File: src/rtl/mult_div_unit.sv
// Iterative signed multiply / restoring divide feeding the HI/LO pair.
// Optional MULTU/DIVU support: define MULTDIV_UNSIGNED_EN.
module mult_div_unit #(
    parameter int WIDTH = 32
) (
    input  logic             clk,
    input  logic             reset,
    input  logic             start,
    input  logic             op,
    input  logic             is_unsigned,
    input  logic [WIDTH-1:0] a,
    input  logic [WIDTH-1:0] b,
    output logic             busy,
    output logic             done,
    output logic             div_zero,
    output logic [WIDTH-1:0] hi_out,
    output logic [WIDTH-1:0] lo_out,
    output logic             hi_write,
    output logic             lo_write
);

    localparam int CW = $clog2(WIDTH + 1);

    typedef enum logic [1:0] {IDLE, RUN, FINISH} state_t;

    state_t             state_q;
    logic [CW-1:0]      cnt_q;
    logic [2*WIDTH-1:0] acc_q, acc_d;
    logic [WIDTH-1:0]   opb_q;
    logic               op_q, neg_res_q, neg_rem_q, dz_q;
    logic               busy_q, done_q, div_zero_q;
    logic               hi_write_q, lo_write_q;
    logic [WIDTH-1:0]   hi_q, lo_q;

    logic               sgn_op, a_neg, b_neg;
    logic [WIDTH-1:0]   a_mag, b_mag;
    logic [WIDTH:0]     sum, trial;
    logic [2*WIDTH-1:0] prod_s;
    logic [WIDTH-1:0]   quo_s, rem_s;

`ifdef MULTDIV_UNSIGNED_EN
    assign sgn_op = ~is_unsigned;
`else
    logic unused_is_unsigned;
    assign unused_is_unsigned = is_unsigned;
    assign sgn_op = 1'b1;
`endif

    assign a_neg = sgn_op & a[WIDTH-1];
    assign b_neg = sgn_op & b[WIDTH-1];
    assign a_mag = a_neg ? -a : a;
    assign b_mag = b_neg ? -b : b;

    // Multiply: shift-add; divide: restoring, acc = {remainder, quotient}
    always_comb begin
        acc_d = acc_q;
        sum   = {1'b0, acc_q[2*WIDTH-1:WIDTH]} + {1'b0, opb_q};
        trial = acc_q[2*WIDTH-1:WIDTH-1] - {1'b0, opb_q};
        if (!op_q) begin
            if (acc_q[0])
                acc_d = {sum, acc_q[WIDTH-1:1]};
            else
                acc_d = {1'b0, acc_q[2*WIDTH-1:1]};
        end else if (!trial[WIDTH]) begin
            acc_d = {trial[WIDTH-1:0], acc_q[WIDTH-2:0], 1'b1};
        end else begin
            acc_d = {acc_q[2*WIDTH-2:0], 1'b0};
        end
    end

    always_comb begin
        prod_s = neg_res_q ? -acc_q : acc_q;
        quo_s  = neg_res_q ? -acc_q[WIDTH-1:0] : acc_q[WIDTH-1:0];
        rem_s  = neg_rem_q ? -acc_q[2*WIDTH-1:WIDTH]
                           : acc_q[2*WIDTH-1:WIDTH];
    end

    always_ff @(posedge clk or posedge reset) begin
        if (reset) begin
            state_q    <= IDLE;
            cnt_q      <= '0;
            acc_q      <= '0;
            opb_q      <= '0;
            op_q       <= 1'b0;
            neg_res_q  <= 1'b0;
            neg_rem_q  <= 1'b0;
            dz_q       <= 1'b0;
            busy_q     <= 1'b0;
            done_q     <= 1'b0;
            div_zero_q <= 1'b0;
            hi_write_q <= 1'b0;
            lo_write_q <= 1'b0;
            hi_q       <= '0;
            lo_q       <= '0;
        end else begin
            done_q     <= 1'b0;
            div_zero_q <= 1'b0;
            hi_write_q <= 1'b0;
            lo_write_q <= 1'b0;
            unique case (state_q)
                IDLE: begin
                    if (start) begin
                        op_q      <= op;
                        opb_q     <= b_mag;
                        acc_q     <= {{WIDTH{1'b0}}, a_mag};
                        neg_res_q <= a_neg ^ b_neg;
                        neg_rem_q <= a_neg;
                        cnt_q     <= CW'(WIDTH);
                        busy_q    <= 1'b1;
                        if (op && b == '0) begin
                            dz_q    <= 1'b1;
                            state_q <= FINISH;
                        end else begin
                            dz_q    <= 1'b0;
                            state_q <= RUN;
                        end
                    end
                end
                RUN: begin
                    acc_q <= acc_d;
                    cnt_q <= cnt_q - 1'b1;
                    if (cnt_q == CW'(1))
                        state_q <= FINISH;
                end
                FINISH: begin
                    busy_q  <= 1'b0;
                    done_q  <= 1'b1;
                    state_q <= IDLE;
                    if (dz_q) begin
                        div_zero_q <= 1'b1;
                        hi_q       <= '0;
                        lo_q       <= '0;
                    end else begin
                        hi_write_q <= 1'b1;
                        lo_write_q <= 1'b1;
                        hi_q <= op_q ? rem_s : prod_s[2*WIDTH-1:WIDTH];
                        lo_q <= op_q ? quo_s : prod_s[WIDTH-1:0];
                    end
                end
                default: state_q <= IDLE;
            endcase
        end
    end

    assign busy     = busy_q;
    assign done     = done_q;
    assign div_zero = div_zero_q;
    assign hi_out   = hi_q;
    assign lo_out   = lo_q;
    assign hi_write = hi_write_q;
    assign lo_write = lo_write_q;

endmodule

File: config.mk
export PLATFORM = sky130hd
export DESIGN_NAME = mult_div_unit
export DESIGN_NICKNAME = d
export VERILOG_FILES = /design/src/rtl/mult_div_unit.sv
export SDC_FILE = /design/constraint.sdc
export NUM_CORES = 1
export LEC_CHECK = 0
export ABC_AREA = 0
export ABC_CLOCK_PERIOD_IN_PS = 4800
export CORE_MARGIN = 2
export CORE_UTILIZATION = 53
export DETAILED_ROUTE_END_ITERATION = 6
export MAX_ROUTING_LAYER = met4
export PLACE_DENSITY = 0.78
export SYNTH_ARGS = -nofsm -noshare
export SYNTH_HDL_FRONTEND = slang
export SYNTH_SLANG_ARGS = --single-unit
File: constraint.sdc
create_clock -name clk -period 4.8 [get_ports clk]
set_input_delay 0.48 -clock clk [delete_from_list [all_inputs] [get_ports clk]]
set_output_delay 0.48 -clock clk [all_outputs]
set_load 0.03 [all_outputs]
# Word-level counts from Yosys, hierarchy flattened
# Cells that the tools add are included.
# classes
n_mux	28
n_reduce_logical	9
n_eq_ne	5
add_sub_neg	8
bitwise	1
# ops
op	n
2-to-1 mux 64 bit	5
2-to-1 mux 32 bit	8
negation 32 bit	4
one-hot mux 64 bit (2 select lines)	1
negation 64 bit	1
adder 32 x 32 -> 33 bit	1
subtractor 33 x 32 -> 33 bit	1
zero test 32 bit	1
one-hot mux 6 bit (2 select lines)	1
AND reduction 2 bit	4
2-to-1 mux 1 bit	7
equality test 6 x 1 -> 1 bit (second input constant)	1
2-to-1 mux 2 bit	3
2-to-1 mux 6 bit	1
subtractor 6 x 1 -> 6 bit (second input constant)	1
inequality test 2 bit (second input constant)	2
one-hot mux 2 bit (2 select lines)	1
nonzero test 2 bit	2
equality test 2 x 1 -> 1 bit (second input constant)	1
equality test 2 bit (second input constant)	1
zero test 2 bit	1
one-hot mux 1 bit (2 select lines)	1
logical AND 1 bit	1
XOR 1 bit	1
# totals
regBits	176
input_bits	69

# Logic depth before layout (Yosys ltp)
# Gate-level depths: netlist of run 1.
# depth
depth_word	5
ltp_mapped	15
mapped_depth_nobuf	13

# Worst setup path before layout of run 1
# Ideal clock, no wire load.
# synth_path
path_type	flip-flop to flip-flop
start	register acc_q[31]
end	register acc_q[32]
t_required_ns	4.669
t_arrival_ns	3.375
setup_ns	0.131
slack_ns	1.294
path_stages_with_launch	16
period_less_slack_ns	3.506
path_cell_list	dfrtp_1 -> inv_1 -> ha_1 -> fa_1 -> nand2b_1 -> a21o_1 -> and3_1 -> o311a_1 -> a311o_1 -> a31oi_1 -> xnor2_1 -> buf_2 -> clkbuf_1 -> nor2_1 -> a21oi_1 -> o21ai_1
# synth_via
elab_chain_len	4
# synth_rtl
item	line_no	text
from (decl)	28	logic [2*WIDTH-1:0] acc_q, acc_d;
from (signal assigned)	105	acc_q <= {{WIDTH{1'b0}}, a_mag};
subtractor 33 x 32 -> 33 bit	58	trial = acc_q[2*WIDTH-1:WIDTH-1] - {1'b0, opb_q};
2-to-1 mux 64 bit *	64	end else if (!trial[WIDTH]) begin
2-to-1 mux 64 bit *	59	if (!op_q) begin
one-hot mux 64 bit (2 select lines) *	100	unique case (state_q)
# Mark *: on every way between the ends. The rest lies on a longest branch, timed or not.
# A chain may end at the register's enable or synchronous reset.

# Final worst setup path of run 1
# layout_path
start	register acc_q[32]
end	register acc_q[40]
# layout_via
elab_chain_len	4
# layout_rtl
item	line_no
subtractor 33 x 32 -> 33 bit / adder 32 x 32 -> 33 bit (equally long branches)	58, 57
2-to-1 mux 64 bit (on tied branches)	64, 60
2-to-1 mux 64 bit *	59
one-hot mux 64 bit (2 select lines) *	100
# Marked as above.

==> results of run 1 <==
## kinds of logic (layout without fill, tap and decap cells)
kind of cell	Yosys count	after routing	share of synthesized area (%)
flops	176	176	31.7
fa+ha+maj	72	72	6.60
mux	54	54	3.89
simple gates	532	532	18.0
compound gates	543	543	24.3
xor+xnor	173	173	10.9
buf+inv	164	244	4.55
## how the worst min path moves through the flow
stage	end
2_1_floorplan	cnt_q[4]
3_3_place_gp	lo_out[24]
3_5_place_dp	hi_out[22]
4_1_cts	cnt_q[4]
5_1_grt	hi_out[22]
6_report	hi_out[22]
## Yosys cell counts, drive strengths merged, types with 3 or more instances
cell | instances | share of area, %
nor2b | 15 | 0.68
and2 | 9 | 0.41
a32o | 9 | 0.65
dfrtp | 176 | 32
buf | 16 | 0.55
o21bai | 8 | 0.43
a31oi | 18 | 0.81
nand2 | 255 | 6.9
nor4 | 10 | 0.45
o41ai | 18 | 1.2
or2 | 7 | 0.32
o21ai | 232 | 8.4
ha | 70 | 6.3
mux2i | 54 | 3.9
and3 | 14 | 0.63
nor3b | 4 | 0.22
nand3 | 22 | 0.79
clkbuf | 90 | 2.4
o21a | 11 | 0.59
or3 | 21 | 1.1
nand2b | 22 | 1.2
o31ai | 32 | 1.8
nor2 | 95 | 2.6
a21oi | 101 | 3.6
inv | 57 | 1.5
xnor2 | 90 | 5.7
a21boi | 6 | 0.38
a21o | 27 | 1.5
nor3 | 26 | 1.0
or4 | 13 | 0.78
a211oi | 8 | 0.43
o211ai | 14 | 0.76
a221oi | 3 | 0.19
xor2 | 83 | 5.2
a22o | 9 | 0.57
a41oi | 7 | 0.44
o221ai | 15 | 0.95
a211o | 4 | 0.25
nand4 | 11 | 0.50
## metrics by stage
| stage | utilization (%) | hold WS, ps | total power [uW] | cells | area [sq um] |
|---|---|---|---|---|---|
| 2_1_floorplan | - | 446 | 8780 | 1714 | 13900 |
| 3_3_place_gp | 59.6 | 461 | 10800 | 2097 | 15400 |
| 3_5_place_dp | 59.6 | 465 | 11000 | 2097 | 15400 |
| 4_1_cts | 61.9 | 480 | 12500 | 2129 | 16000 |
| 5_1_grt | 61.9 | 504 | 13600 | 2129 | 16000 |
| 6_report | 61.9 | 476 | 12600 | 2129 | 16000 |
## power by group
part / switching [uW] / internal (uW)
registers: 937 / 2140
clock network: 685 / 765
logic: 4740 / 3300
## per-layer routing
layer	global-route usage (%)	wire length [um]	share of wire (%)
met5	-	0	0
met4	7.98	824	2.2
met3	4.03	2600	6.8
met2	41.9	16600	44
met1	40.7	17900	47
## critical path, cell delays in order, from the launching register on
cell and delay (ps):
dfrtp_1 490, inv_1 170, fa_1 490, nand2b_1 210, a21o_1 180, and3_1 190
o311a_1 460, a311o_1 440, a31oi_1 240, xnor2_2 170, buf_12 280, mux2i_1 220
nor2_1 60, a211o_1 250
## registers in the layout (all words and copies together) (netlist names)
name,flops
state_q,2
busy,1
neg_rem_q,1
div_zero,1
acc_q,64
cnt_q,6
op_q,1
lo_out,32
opb_q,32
neg_res_q,1
hi_out,32
lo_write,1
done,1
dz_q,1
## layout make-up
| class | instances | area (sq um) |
|---|---|---|
| clock buffers | 19 | 453 |
| clock inverters | 13 | 140 |
| fillers | 2258 | 9880 |
| inverters | 58 | 221 |
| multi-input cells | 1374 | 8870 |
| flip-flops and latches | 176 | 4410 |
| well taps | 335 | 419 |
| repair buffers | 154 | 1520 |
==> metrics.md, run 1 <==
| Metric | Value |
|---|---|
| VDD IR max | 0.453 mV |
| Required time worst endpoint | ~5000 ps |
| Setup_tns | 0 ps |
| HPWL Detailed | 28.1 mm |
| Die H | around 170 um |
| Peak Freq | about 250 MHz |
| Cts bufs inserted | 17 |
| H-tree levels | 4 |
| Final worst path period share | roughly 83% |
| Lkg Pwr | around 0.007 uW |
| Routed vias/inst | ~6.1 |
| CTS tree | yes |
| Final hold violations | 0 |
| Worst-path clk slew | 70 ps |
| Final RePlAce weighted congestion | around 0.97 |
| Slew margin rel. | 22.9% |
| Sequential area share after synthesis | a little under a third |
| Synth cell types | 75 |
| Avg WL per Cell | between 15 and 20 um |
| RSZ-0062 raised after global routing | no |
| FF-to-FF setup slack | between 800 and 900 ps |
| Pre-Repair DR Iteration Count | 6 |
| Core Area | between 20000 and 30000 sq um |
| DR vias | about 13000 |
| Synthesized netlist cell count | approximately 1700 |
| Post-CTS Setup Bufs | 0 |
| Reg2Reg Depth | 13 |
| First-pass GRT wire length | between 60 and 70 mm |
| Total global-route track usage | approximately 28% |
| Async S/R FF share, synth | 100% |
| Status | completed |
| Critical path type | reg -> reg |
| Final setup margin | 803 ps |
| CTS resizes | 0 |
| Core Rows | between 50 and 60 |
| Hold Crit Class | reg -> reg |
| Period minus WS final | around 4000 ps |
| Die X-Extent | roughly 170 um |
| Final WL | 37.9 mm |
| Port buffer count | around 140 |
| Worst reg2reg path endpoint | acc_q[40] |
| Net Count, Synth | ~1900 |
| Initial drt markers | approximately 1300 |
| DP Worst Slack | 897 ps |
| Clock Skew | between 10 and 15 ps |
| Skew-Pair Late Insertion Delay | approximately 450 ps |
| Root Buffer | clkbuf_16 |
| Initial Util | 53.6% |
| Main synth FF type | dfrtp_1 |
| Most frequent cells in the layout | 253 x nand2_1, 222 x o21ai_0, 175 x dfrtp_1, 136 x clkdlybuf4s50_1, 101 x a21oi_1 |
| GRT overflow | 0 |
| Final Slew Violations | 0 |
| Vias in the first global route | roughly 12000 |
| Clock buffer depth | 2 |
| CTS Hold Bufs | 0 |
| Worst Setup SP | acc_q[32] |
| Synth Register Bits | about 180 |
| Top-Level Pins | approximately 140 |
| DRC | 0 |
| Critical Path Sink | acc_q[40] |
| Yosys warning total | 0 |
| Worst hold stages | 2 |
| EDFF count, synth | 0 |
| # Max-Cap Violations | 0 |
| Commonest non-fill, non-tap cell in the layout | nand2_1 |
| # clock sinks | around 180 |
| Syn avg cell area | a little over 8 sq um |
| Worst hold start | hi_out[22] |
| Die ar. | about 27000 sq um |
| Diode count | 0 |
| Critical path arrival | around 4300 ps |
| Initial antenna violation count | 0 |
| Layout cell share with drive strength beyond 1 | 4.57% |
| Pin count of the biggest net entering global routing | around 180 |
| Mapped cell area | around 14000 sq um |
| Crit end category | register |
| Worst-Margin Slew | roughly 1200 ps |
| CP startpoint kind | register |
| R2r startpoint | acc_q[32] |
| CP max FO | 58 |
| Pwr Density | 784 nW/um^2 |
| Post-route ant nets | 0 |
| Final nets | around 1900 |
| Setup-failing EPs final | 0 |
| Synth-to-Final Area Change | 15.5% |
No activity file was read; power rests on OpenSTA's default activity.
==> run 2, diff against run 1 <==
--- a/config.mk
+++ b/config.mk
@@ -6,7 +6,7 @@
 export NUM_CORES = 1
 export LEC_CHECK = 0
 export ABC_AREA = 0
-export ABC_CLOCK_PERIOD_IN_PS = 4800
+export ABC_CLOCK_PERIOD_IN_PS = 3210
 export CORE_MARGIN = 2
 export CORE_UTILIZATION = 53
 export DETAILED_ROUTE_END_ITERATION = 6
==> constraint.sdc (replaced) <==
create_clock -name clk -period 3.21 [get_ports clk]
set_input_delay 0.321 -clock clk [delete_from_list [all_inputs] [get_ports clk]]
set_output_delay 0.321 -clock clk [all_outputs]
set_load 0.03 [all_outputs]
==> run 2 against run 1 <==
Against the previous run:
- the flow now finishes with violations (setup timing)
- cell count rose by 7.0%
- count of clock-buffer cells in the layout fell by 2
- non-clock buffer count rose by 148
- first-iteration DRC count rose by 13%
- combinational power rose by 83%
- flip-flop and latch count did not move
- sequential power rose by 38%
- core utilization rose by 5.5 points
- global-route usage rose by 2.0 points
- clock skew rose by 4.4 ps
- critical path depth did not move
- critical path type unchanged
- critical endpoint is now acc_q[61]
- largest cell class unchanged
- highest routed layer unchanged
==> metrics.md, run 2 (synthesis gave the netlist of run 1 again) <==
| Metric | Value |
|---|---|
| Initial Util | 53.6% (unchanged) |
| Largest Register | acc_q (unchanged) |
| Critical path type | reg -> reg (unchanged) |
| Pre-Repair DR Iteration Count | 6 (unchanged) |
| Routed vias/inst | 6.13 (was 6.06) |
| Initial drt markers | 1496 (was 1319) |
| Clock buffer depth | 2 (unchanged) |
| Gate power share | 69.7% (was 63.9%) |
| Initial antenna violation count | 0 (unchanged) |
| Avg WL per Cell | 18.2 um (was 17.8 um) |
| Diode count | 0 (unchanged) |
| GRT overflow | 0 (unchanged) |
| Max reg flops | 64 (unchanged) |
| CTS Hold Bufs | 0 (unchanged) |
| Skew-Pair Late Insertion Delay | 450 ps (about the same) |
| Vias in the first global route | 12871 (was 12062) |
| Final RePlAce weighted congestion | 0.987 (was 0.971) |
| R2r startpoint | opb_q[1] (was acc_q[32]) |
| CP max FO | 3 (was 58) |
| Switch Pwr | 10400 uW (was 6360 uW) |
| DR vias | 13968 (was 12898) |
| Fillers | 2054 (was 2258) |
| Reg power frac | 20.2% (was 24.5%) |
| Cts bufs inserted | 17 (unchanged) |
| Slew margin rel. | 48.2% (was 22.9%) |
| Total global-route track usage | 30.3% (was 28.3%) |
| Port buffer count | 136 (unchanged) |
| Die ar. | 27500 sq um (unchanged) |
| Status | finished, violations left (was completed) |
| Critical path arrival | 3690 ps (was 4320 ps) |
| Top-Level Pins | 138 (unchanged) |
| Final nets | 2070 (was 1922) |
| DRC | 0 (unchanged) |
| HPWL Detailed | 30.9 mm (was 28.1 mm) |
| Reg2Reg Depth | 13 (unchanged) |
| Int Power | 10600 uW (was 6210 uW) |
| Die H | 166 um (unchanged) |
| Setup-failing EPs final | 33 (was 0) |
| Failing checks | setup timing |
| Core Area | 25900 sq um (unchanged) |
| Pin count of the biggest net entering global routing | 103 (was 177) |
| Final instance area | 17400 sq um (was 16000 sq um) |
| Worst Setup SP | opb_q[1] (was acc_q[32]) |
| Final setup margin | -145 ps (was 803 ps) |
| RSZ-0062 raised after global routing | yes (was no) |
| Crit end category | register (unchanged) |
| Required time worst endpoint | 3540 ps (was 5120 ps) |
| Final worst path period share | 105% (was 83.3%) |
| Clock power frac | 10.1% (was 11.5%) |
| First-pass GRT wire length | 66.6 mm (was 62.4 mm) |
| Worst reg2reg path endpoint | acc_q[61] (was acc_q[40]) |
| Final WL | 41.4 mm (was 37.9 mm) |
| Post-route ant nets | 0 (unchanged) |
| Period minus WS final | 3350 ps (was 4000 ps) |
| Lkg Pwr | 0.00770 uW (was 0.00691 uW) |
| Tot Pwr | 21000 uW (was 12600 uW) |
| Worst-Margin Slew | 773 ps (was 1150 ps) |
| Synth-to-Final Area Change | 25.7% (was 15.5%) |
| H-tree levels | 4 (unchanged) |
| FF-to-FF setup slack | -140 ps (was 800 ps) |
| Clock Skew | 16.3 ps (was 12.0 ps) |
| Most frequent cells in the layout | 248 x nand2_1, 215 x o21ai_0, 174 x dfrtp_1, 156 x buf_4, 136 x clkdlybuf4s50_1 (was 253 x nand2_1, 222 x o21ai_0, 175 x dfrtp_1, 136 x clkdlybuf4s50_1, 101 x a21oi_1) |
| Die X-Extent | 166 um (unchanged) |
| Worst-path clk slew | 80 ps (was 70 ps) |
| Final Slew Violations | 0 (unchanged) |
| # Max-Cap Violations | 0 (unchanged) |
| Final hold violations | 0 (unchanged) |
| Core Rows | 59 (unchanged) |
| Placed instance area | 16500 sq um (was 15400 sq um) |
| Hold Crit Class | in -> async (was reg -> reg) |
| Peak Freq | 298 MHz (was 250 MHz) |
| Root Buffer | clkbuf_16 (unchanged) |
| Commonest non-fill, non-tap cell in the layout | nand2_1 (unchanged) |
| Pwr Density | 1210 nW/um^2 (was 784 nW/um^2) |
| Net Sw Frac | 49.5% (was 50.6%) |
| CTS tree | yes (unchanged) |
| Layout cell share with drive strength beyond 1 | 13.6% (was 4.57%) |
| VDD IR max | 0.647 mV (was 0.453 mV) |
| # clock sinks | 176 (unchanged) |
| CP startpoint kind | register (unchanged) |
run 2: cell count changes in the layout (fill, tap and decap cells not counted), moves of 3 or more:
cell,before,now
nand2_1,253,248
a211oi_1,8,5
nand2_2,2,7
ha_1,70,67
buf_6,0,6
o21ai_1,9,15
a31oi_1,18,15
a211oi_2,0,3
inv_6,6,2
o21ai_0,222,215
buf_4,16,156
clkinv_8,0,5
run 2: worst max path at each step:
stage,to,slack (ps),cells past startpoint
after detailed placement,acc_q[35],-300,14
after floorplan,acc_q[57],6,14
after global placement,acc_q[62],-170,13
final,acc_q[61],-140,13
after global routing,acc_q[35],-260,14
after CTS,acc_q[39],-150,14
run 2: cell type report:
class                           instances  area, sq um  area share [%]
Clock inverter                         15          170           0.975
Inverter                               58          221            1.27
Sequential cell                       176         4410            25.3
Tap cell                              335          419            2.40
Clock buffer                           17          425            2.44
Timing Repair Buffer                  302         2680            15.4
Multi-Input combinational cell       1374         9120            52.3
run 2: metrics by stage:
step / utilization [%] / TNS (ps) / hold slack, ps / instances / setup WS (ps)
2_1_floorplan: - / 0 / 426 / 1714 / 5.57
5_1_grt: 67.3 / -5660 / 410 / 2277 / -259
6_report: 67.3 / -3140 / 328 / 2277 / -145
3_5_place_dp: 63.7 / -7040 / 470 / 2231 / -300
4_1_cts: 66.7 / -3380 / 373 / 2269 / -149
3_3_place_gp: 63.7 / -3550 / 459 / 2231 / -170
run 2: routing by layer:
| layer | up-vias | track usage (%) | part of all wire (%) |
|---|---|---|---|
| met2 | 695 | 46.6 | 46 |
| met3 | 76 | 3.62 | 8.3 |
| met5 | - | - | 0 |
| met4 | 0 | 9.07 | 2.2 |
| met1 | 6646 | 42.3 | 44 |
| li1 | 6551 | - | - |
run 2: power groups by stage:
stage               combinational, uW  clock, uW  sequential (uW)
global route                    15900       2210             4370
global placement                13300          0             4190
finish                          14700       2130             4250
floorplan                        8510          0             4710
detailed placement              13600          0             4250
CTS                             14100       2120             4210
run 2: worst max-delay path, stage by stage, from the launching register on:
cell	delay, ps
dfrtp_1	440
inv_1	100
ha_1	290
nor2b_1	180
o31a_1	180
o21ai_1	120
o21bai_1	370
a31oi_2	190
o41ai_1	490
buf_4	200
o41ai_1	70
xor2_1	200
o211ai_1	120
a32o_1	270
run 2: timing repair:
item,in CTS,in global routing
pin swaps,21,15
gates resized for setup,34,21
endpoints found under the hold margin,0,0
setup buffers,5,8
setup endpoints to repair,34,43
cloned,1,0
==> run 3, diff against run 2 <==
--- a/config.mk
+++ b/config.mk
@@ -12,6 +12,8 @@
 export DETAILED_ROUTE_END_ITERATION = 6
 export MAX_ROUTING_LAYER = met4
 export PLACE_DENSITY = 0.78
+export SLEW_MARGIN = 20
 export SYNTH_ARGS = -nofsm -noshare
 export SYNTH_HDL_FRONTEND = slang
 export SYNTH_SLANG_ARGS = --single-unit
+export TNS_END_PERCENT = 20
==> run 3 against run 2 <==
Against the previous run:
- the run still ends with setup timing left
- worst setup slack got worse by 110 ps
- worst hold slack got worse by 140 ps
- register-to-register slack lost 110 ps
- final area rose by 1.8%
- via count grew 0.72%
- count of clock-buffer cells in the layout stayed put
- combinational power up 7%
- critical path type unchanged
- largest cell class unchanged
==> metrics.md, run 3 (synthesis gave the netlist of run 1 again) <==
| Metric | Value |
|---|---|
| Peak Freq | 288 MHz (was 298 MHz) |
| DP Cell Count | 2264 (was 2231) |
| CP delay by family, top | compound AO/OA/AOI/OAI gates (unchanged) |
| Worst path buffer plus inverter count | 2 (unchanged) |
| DRC | 0 (unchanged) |
| Vias in the first global route | 13211 (was 12871) |
| Int Power | 11300 uW (was 10600 uW) |
| CP max stage cell | dfrtp_1 (was o41ai_1) |
| H-tree levels | 4 (unchanged) |
| CP max FO | 4 (was 3) |
| Layout cell share with drive strength beyond 1 | 14.7% (was 13.6%) |
| Grt met1 use | 44.3% (was 42.3%) |
| Core Rows | 59 (unchanged) |
| Final RePlAce weighted congestion | 1.01 (was 0.987) |
| Hold Crit Class | in -> async (unchanged) |
| Critical-path cell list | ha_4, fa_2, nand2b_4, a21o_1, and3_4, o311a_4, a311o_1, a31oi_4, xnor2_4, clkbuf_16, buf_4, nand2_1, o211ai_1, a32o_1 (was inv_1, ha_1, nor2b_1, o31a_1, o21ai_1, o21bai_1, a31oi_2, o41ai_1, buf_4, o41ai_1, xor2_1, o211ai_1, a32o_1) |
| Met3 Use GR | 6.43% (was 3.62%) |
| HPWL Detailed | 32.7 mm (was 30.9 mm) |
| GR peak layer | met2 (unchanged) |
| Top-Level Pins | 138 (unchanged) |
| Hold WS | 191 ps (was 328 ps) |
| Flip-flop and latch area | 4410 sq um (unchanged) |
| Final WL | 43.9 mm (was 41.4 mm) |
| Critical path arrival | 3790 ps (was 3690 ps) |
| Root Buffer | clkbuf_16 (unchanged) |
| GRT overflow | 0 (unchanged) |
| Synth-to-Final Area Change | 28.0% (was 25.7%) |
| Core Area | 25900 sq um (unchanged) |
| Failing checks | setup timing (unchanged) |
| # clock sinks | 176 (unchanged) |
| Pin count of the biggest net entering global routing | 87 (was 103) |
| Area of the multi-input gates | 9070 sq um (was 9120 sq um) |
| # Max-Cap Violations | 0 (unchanged) |
| Die ar. | 27500 sq um (unchanged) |
| Grt met2 use | 48.2% (was 46.6%) |
| FF-to-FF setup slack | -260 ps (was -140 ps) |
| CTS tree | yes (unchanged) |
| Final hold violations | 0 (unchanged) |
| Final Slew Violations | 0 (unchanged) |
| Lkg Pwr | 0.00790 uW (was 0.00770 uW) |
| CTS Hold Bufs | 0 (unchanged) |
| VDD IR max | 0.654 mV (was 0.647 mV) |
| Final nets | 2100 (was 2070) |
| DR vias | 14069 (was 13968) |
| Cts bufs inserted | 17 (unchanged) |
| Final std cells w/o fill | 2308 (was 2277) |
| Skew-Pair Late Insertion Delay | 450 ps (about the same) |
| Net Sw Frac | 48.8% (was 49.5%) |
| Required time worst endpoint | 3530 ps (was 3540 ps) |
| Fillers | 2052 (was 2054) |
| Pwr Density | 1240 nW/um^2 (was 1210 nW/um^2) |
| Final setup margin | -258 ps (was -145 ps) |
| Slowest stage delay, CP | 440 ps (was 490 ps) |
| Die X-Extent | 166 um (unchanged) |
| Slew margin rel. | 39.8% (was 48.2%) |
| Port buffer count | 136 (unchanged) |
| Clock buffer depth | 2 (unchanged) |
| Avg WL per Cell | 19.0 um (was 18.2 um) |
| Total global-route track usage | 32.1% (was 30.3%) |
| Initial Util | 53.6% (unchanged) |
| Clock Skew | 19.8 ps (was 16.3 ps) |
| Pre-Repair DR Iteration Count | 6 (unchanged) |
| Critical path type | reg -> reg (unchanged) |
| Crit end category | register (unchanged) |
| Gate power share | 71.1% (was 69.7%) |
| Setup-failing EPs final | 35 (was 33) |
| Switch Pwr | 10800 uW (was 10400 uW) |
| RSZ-0062 raised after global routing | yes (unchanged) |
| Die H | 166 um (unchanged) |
| Reg power frac | 18.8% (was 20.2%) |
| First-pass GRT wire length | 69.9 mm (was 66.6 mm) |
| Post-route ant nets | 0 (unchanged) |
| Status | finished, violations left (unchanged) |
| Initial drt markers | 1560 (was 1496) |
| Final worst path period share | 108% (was 105%) |
| Worst-Margin Slew | 901 ps (was 773 ps) |
| Max reg flops | 64 (unchanged) |
| Period minus WS final | 3470 ps (was 3350 ps) |
| Worst-path clk slew | 90 ps (was 80 ps) |
| Most frequent cells in the layout | 249 x nand2_1, 216 x o21ai_0, 179 x buf_4, 174 x dfrtp_1, 136 x clkdlybuf4s50_1 (was 248 x nand2_1, 215 x o21ai_0, 174 x dfrtp_1, 156 x buf_4, 136 x clkdlybuf4s50_1) |
| Clock power frac | 10.0% (was 10.1%) |
| CP startpoint kind | register (unchanged) |
| Commonest non-fill, non-tap cell in the layout | nand2_1 (unchanged) |
| Routed vias/inst | 6.10 (was 6.13) |
| Largest Register | acc_q (unchanged) |
| Initial antenna violation count | 1 (was 0) |
run 3: timing repair:
| item | in CTS | in global routing |
|---|---|---|
| setup buffers | 4 | 2 |
| pin swaps | 12 | 12 |
| setup endpoints to repair | 36 | 48 |
| cloned | 3 | 2 |
| gates resized for setup | 22 | 36 |
run 3: per-layer routing:
layer / share of wire, % / wire, um / up-vias
met5: 0 / 0 / -
met3: 8.7 / 3810 / 94
li1: - / - / 6631
met1: 44 / 19400 / 6676
met4: 2.5 / 1090 / 0
met2: 45 / 19600 / 668
run 3: power by group through the flow:
| stage | Sequential [uW] | Combinational [uW] | Clock (uW) |
|---|---|---|---|
| final | 4150 | 15700 | 2210 |
| after global routing | 4280 | 16900 | 2310 |
| after CTS | 4110 | 14700 | 2210 |
| after detailed placement | 4140 | 13900 | 0 |
| after global placement | 4100 | 13600 | 0 |
| after floorplan | 4710 | 8420 | 0 |
run 3: metrics by stage:
| step | area, sq um | total power, uW | setup WS [ps] | setup TNS [ps] | utilization [%] |
|---|---|---|---|---|---|
| floorplan | 13900 | 13100 | -296 | -7180 | - |
| global placement | 16700 | 17700 | -323 | -9180 | 64.6 |
| detailed placement | 16700 | 18100 | -389 | -11630 | 64.6 |
| CTS | 17500 | 21100 | -234 | -3840 | 67.7 |
| global route | 17800 | 23500 | -339 | -9230 | 68.5 |
| finish | 17800 | 22000 | -258 | -6640 | 68.5 |
run 3: final cells by class:
class,count,share of cell area [%]
clock buffers,17,2.40
well taps,335,2.36
repair buffers,332,17.1
clock inverters,15,1.06
multi-input cells,1374,51.0
flip-flops and latches,176,24.8
diodes,1,0.0141
inverters,58,1.25
run 3: path summary, 6_finish.rpt:
path	start	end	depth (start not counted)
min reg2reg	hi_out[11]	hi_out[11]	2
max reg2reg	opb_q[0]	acc_q[62]	14
min in group clk	op	op_q	3
min	reset	lo_out[21]	2
max	opb_q[0]	acc_q[62]	14
max in group asynchronous	reset	opb_q[15]	3
